File: src/rtl/fifo_rd_ctrl.sv
`default_nettype none
// ----------------------------------------------------------------------------
// fifo_rd_ctrl : read-side pointer/flag controller of a dual-clock FIFO.
// Optional almost-empty output enabled by defining FIFO_RD_AEMPTY_EN.
// Revision: 1.0
// ----------------------------------------------------------------------------
module fifo_rd_ctrl #(
  parameter int ADDR_W    = 4,
  parameter int AEMPTY_TH = 2
) (
  input  logic              clk,
  input  logic              rst,
  input  logic              rd_en,
  input  logic [ADDR_W:0]   wptr_gray_s,
  output logic [ADDR_W:0]   rptr_gray,
  output logic [ADDR_W-1:0] raddr,
  output logic              rd_fire,
  output logic              empty,
  output logic [ADDR_W:0]   rd_level,
  output logic              underflow
`ifdef FIFO_RD_AEMPTY_EN
  ,
  output logic              aempty
`endif
);

  logic [ADDR_W:0] rbin;
  logic [ADDR_W:0] rbin_next;
  logic [ADDR_W:0] gray_next;
  logic [ADDR_W:0] wbin;
  logic [ADDR_W:0] level_next;

  assign rd_fire    = rd_en & ~empty;
  assign rbin_next  = rbin + {{ADDR_W{1'b0}}, rd_fire};
  assign gray_next  = rbin_next ^ (rbin_next >> 1);
  assign level_next = wbin - rbin_next;
  assign raddr      = rbin[ADDR_W-1:0];

  // Gray-to-binary: each binary bit is the XOR of all Gray bits at or above it.
  always_comb begin
    wbin = '0;
    for (int i = 0; i <= ADDR_W; i++) begin
      wbin[i] = ^(wptr_gray_s >> i);
    end
  end

  always_ff @(posedge clk or negedge rst) begin
    if (!rst) begin
      rbin      <= '0;
      rptr_gray <= '0;
      empty     <= 1'b1;
      rd_level  <= '0;
      underflow <= 1'b0;
    end else begin
      rbin      <= rbin_next;
      rptr_gray <= gray_next;
      empty     <= (gray_next == wptr_gray_s);
      rd_level  <= level_next;
      underflow <= underflow | (rd_en & empty);
    end
  end

`ifdef FIFO_RD_AEMPTY_EN
  always_ff @(posedge clk or negedge rst) begin
    if (!rst) begin
      aempty <= 1'b1;
    end else begin
      aempty <= (level_next <= (ADDR_W+1)'(AEMPTY_TH));
    end
  end
`endif

  // A threshold above the buffer depth would make the almost-empty flag stuck high.
  generate
    if (AEMPTY_TH < 0 || AEMPTY_TH > (1 << ADDR_W)) begin : g_th_check
      $error("fifo_rd_ctrl: AEMPTY_TH out of range");
    end
  endgenerate

endmodule
`default_nettype wire

File: config.mk
export PLATFORM = sky130hd
export DESIGN_NAME = fifo_rd_ctrl
export DESIGN_NICKNAME = d
export VERILOG_FILES = /design/src/rtl/fifo_rd_ctrl.sv
export SDC_FILE = /design/constraint.sdc
export NUM_CORES = 1
export LEC_CHECK = 0
export CAP_MARGIN = 20
export CORE_UTILIZATION = 41
export DETAILED_ROUTE_END_ITERATION = 12
export HOLD_SLACK_MARGIN = 0.15
export PLACE_DENSITY = 0.74
export SLEW_MARGIN = 20
export SYNTH_ARGS = -nofsm -noshare
export SYNTH_HDL_FRONTEND = slang
export SYNTH_SLANG_ARGS = --single-unit
File: constraint.sdc
create_clock -name clk -period 2.2 [get_ports clk]
set_clock_uncertainty 0.05 [all_clocks]
set_input_delay 0.33 -clock clk [delete_from_list [all_inputs] [get_ports clk]]
set_output_delay 0.33 -clock clk [all_outputs]
set_load 0.01 [all_outputs]
Word level (Yosys, flattened, before mapping)
Index checks and enable logic that the tools add are counted.
{"block": "op_classes", "muxes": 0, "n_bitwise": 5, "n_shift": 0, "n_mul": 0, "reduce_logical": 5, "add_sub_neg": 2, "div": 0, "n_eq_ne": 1, "n_lt_le_gt_ge": 0}
{"cell": "$reduce_xor 5->1", "n": 5}
{"cell": "$add 5x1->5", "n": 1}
{"cell": "$eq 5x5->1", "n": 1}
{"cell": "$sub 5x5->5", "n": 1}
{"cell": "$xor 5x4->5", "n": 1}
{"cell": "$and 1x1->1", "n": 2}
{"cell": "$not 1->1", "n": 1}
{"cell": "$or 1x1->1", "n": 1}
{"block": "word_totals", "latchBits": 0, "romBits": 0, "reg_bits": 17, "elab_cells": 18, "in_bits": 8, "output_inout_bits": 17, "ramBits": 0, "mem_count": 0}

Longest topological paths before layout
{"block": "depth", "ltp_word": 5, "depth_mapped": 10, "ltp_nobuf": 10}

Worst setup path before layout
OpenSTA, ideal clock, no wires.
{"block": "synth_path", "kind": "register to register", "startpoint": "reg empty", "endpoint": "reg rd_level[4]", "synth_period_minus_slack_ps": 2502, "slack_ps": -302, "setup_ps": 128, "t_arrival_ps": 2324, "path_stages_with_launch": 9, "path_buffers": 0, "required_ps": 2022, "cell_sequence": "dfstp_2 nor2b_1 ha_1 ha_1 xnor2_1 ha_1 a21oi_1 maj3_1 xnor2_1"}
{"block": "synth_via", "elab_chain_len": 4}
{"element": "from (decl)", "line_no": "18", "text": "output logic empty,"}
{"element": "from (signal assigned)", "line_no": "57", "text": "empty <= (gray_next == wptr_gray_s);"}
{"element": "$not 1->1", "line_no": "33", "text": "assign rd_fire = rd_en & ~empty;"}
{"element": "$and 1x1->1", "line_no": "33"}
{"element": "net rd_fire", "line_no": "17", "text": "output logic rd_fire,"}
{"element": "$add 5x1->5", "line_no": "34", "text": "assign rbin_next = rbin + {{ADDR_W{1'b0}}, rd_fire};"}
{"element": "$sub 5x5->5", "line_no": "36", "text": "assign level_next = wbin - rbin_next;"}
{"element": "net level_next[4]", "line_no": "31", "text": "logic [ADDR_W:0] level_next;"}
{"element": "to (signal assigned)", "line_no": "58", "text": "rd_level <= level_next;"}
{"element": "to (decl)", "line_no": "19", "text": "output logic [ADDR_W:0] rd_level,"}
The timed path passes the listed nets, and every way through them passes these cells.

Final worst setup path
{"block": "layout_path", "startpoint": "reg empty", "endpoint": "reg rd_level[4]"}
{"block": "layout_via", "elab_chain_len": 4}
{"element": "$not 1->1", "line_no": "33"}
{"element": "$and 1x1->1", "line_no": "33"}
{"element": "$add 5x1->5", "line_no": "34"}
{"element": "$sub 5x5->5", "line_no": "36"}
{"element": "net level_next[4]", "line_no": "31"}
The timed path passes the listed nets, and every way through them passes these cells.

==> results_dict.tcl <==
set metrics [dict create \
    status "complete, no violations" \
    final_antenna_net_count 0 \
    fin_crit_ps 2140 \
    crit_start "empty$_DFF_PN1_" \
    required_ps 2330 \
    cts_tree "built" \
    rr_startpoint "empty$_DFF_PN1_" \
    relSlewSlack_pct 51.4 \
    hold_ws_ps 417 \
    clock_latency_ps 280 \
    gp_congestion 0.764 \
    grt_first_pass_wirelength_mm 2.86 \
    clock_path_buffers 2 \
    die-area_um2 2250 \
    cp-start-kind "register" \
    rows 16 \
    die_h_um 47.5 \
    synth_area_leaders "dfrtp_1 44%, xnor2_1 14%, ha_1 7.4%" \
    vias_per_cell 4.67 \
    post-route-worst-setup-slack_ps 58.1 \
    postCtsHoldBufs 0 \
    rsz0062_at_grt "true" \
    syn_avg_cell_area_um2 12.3 \
    end_kind "register" \
    area_growth_pct 68.1 \
    grt_pass1_vias 655 \
    synth_top_cell_area_share_pct 44.3 \
    fin_crit_sh_pct 97.4 \
    intPower_mw 1.48 \
    vias 677 \
    ys_types 24 \
    hold_viol_final 0 \
    swShare_pct 36.5 \
    final_common_cell "clkdlybuf4s50_1" \
    layout_common_cells "21 x clkdlybuf4s50_1, 20 x buf_4, 15 x dfrtp_1, 11 x xnor2_1, 6 x xor2_1" \
    grt_antenna_before_repair 0 \
    htreeDepth 1 \
    ys_seq_area_share_pct 47.4 \
    ioPinCount 25 \
    numPortBuffers 24 \
    initial_core_util_pct 43.6 \
    ir_worst_vdd_mv 1.08 \
    p_leak_nw 0.628 \
    clockRootBuffer "clkbuf_4" \
    core_um2 1940 \
    yosysWarnings 0 \
    dp_hpwl_mm 1.50 \
    ys_ff_latch 16 \
    grt_usage_pct 19.4 \
    drive_gt1_share_pct 34.7 \
    cp_max_fo 3 \
    cts_sinks 16 \
    overflow 0 \
    diodes 0 \
    wire_per_inst_um 12.8 \
    clock.fmax_mhz 467 \
    pwr-share-clk_pct 8.4 \
    drcViolationCount 0 \
    placed_area_um2 1360 \
    syn_nets 83 \
    finalSetupViolations 0 \
    synth_area_um2 847 \
    powerDensity_nw_per_um2 1640 \
    hold_class "primary input to asynchronous set/reset pin" \
    p_switching_mw 0.851 \
    final_nets 133 \
    slew_viol_final 0 \
    numCtsBuffers 3 \
    final_cell_area_um2 1420 \
    first_iter_violations 1 \
    drv_cap 0 \
    p_total_mw 2.33 \
    drt_pre_antenna_iters 2 \
    clk_pin_slew_worst_paths_ps 90 \
    netlist_instances 69 \
    critical_path_class "register to register" \
    grt_max_degree 17 \
    p_seq_share_pct 25.2 \
    combPwrFrac_pct 66.5 \
    arrival_ps 2270 \
    yosysTopAreaCell "dfrtp_1" \
    post-place-ws_ps -573 \
    drt_wl_total_mm 1.85 \
    worst_pin_slew_ps 726 \
    r2r_cells 9 \
    dieWidth_um 47.5 \
]
-- worst max-delay path, stage by stage (launching register included) --
cell	delay, ps
dfstp_2	570
nor2b_4	50
ha_4	160
ha_4	170
buf_12	120
xnor2_4	140
ha_4	280
a21oi_2	50
maj3_2	310
xnor2_1	120
-- state kept, by name (all words and copies together) (netlist names) --
register	cells
rptr_gray	4
rd_level	5
empty	1
underflow	1
rbin	5
-- area by class of cell --
class	count	area, um^2
clock buffer	4	36.3
fill	153	518
inverter	4	15.0
multi-input combinational	49	538
sequential	16	402
tap	27	33.8
timing repair buffer	45	399
-- final timing paths --
| check | to | slack [ps] |
|---|---|---|
| min reg2reg | underflow$_DFF_PN0_ | 420 |
| min | rptr_gray[0]$_DFF_PN0_ | 420 |
| max reg2reg | rd_level[4]$_DFF_PN0_ | 60 |
| min in group clk | underflow$_DFF_PN0_ | 420 |
| max | rd_level[4]$_DFF_PN0_ | 60 |
| max in group asynchronous | rbin[2]$_DFF_PN0_ | 1230 |
-- logic make-up after synthesis --
kind of cell | after synthesis | synth area share (%)
flip-flops | 16 | 47.4
multiplexers | 1 | 1.18
AO/OA/AOI/OAI | 10 | 8.42
adder cells (fa/ha/maj) | 7 | 10.9
buffers and inverters | 4 | 1.77
AND/OR/NAND/NOR | 9 | 5.91
XOR/XNOR | 22 | 24.4
-- power groups by stage --
stage,combinational (mW),sequential [mW],clock [mW]
after floorplan,0.774,0.647,0
after global placement,1.48,0.574,0
after detailed placement,1.53,0.584,0
after CTS,1.55,0.585,0.196
after global routing,1.69,0.607,0.209
final,1.55,0.586,0.195
-- cells in the mapped netlist, drive strengths merged --
master and count:
a211oi 1, a21boi 2, a21o 2, a21oi 2, a31oi 1, and2 1
and4b 1, dfrtp 15, dfstp 1, fa 1, ha 5, inv 4
maj3 1, mux2i 1, nand2 1, nand3 2, nor2 2, nor2b 1
o21a 1, o21ai 1, or3 1, xnor2 14, xnor3 1, xor2 7
-- routing by layer --
metal	global-route usage, %	vias up	share of wire [%]
met4	10.3	0	2.2
met5	0	-	0
met3	3.40	4	3.6
li1	-	329	-
met1	22.5	326	43
met2	34.0	18	52
-- through the flow --
step	instances	util (%)	TNS, ps
after floorplan	69	-	-60.7
after global placement	140	70.2	-1750
after detailed placement	140	70.2	-2070
after CTS	144	72.7	0
after global routing	145	73.3	-39.5
final	145	73.3	0
-- what timing repair did --
item | in CTS | in global routing
setup buffers | 0 | 1
resized for setup | 6 | 5
pin swaps | 2 | 6
endpoints found under the setup margin | 4 | 2
No activity file was read; power rests on OpenSTA's default activity.
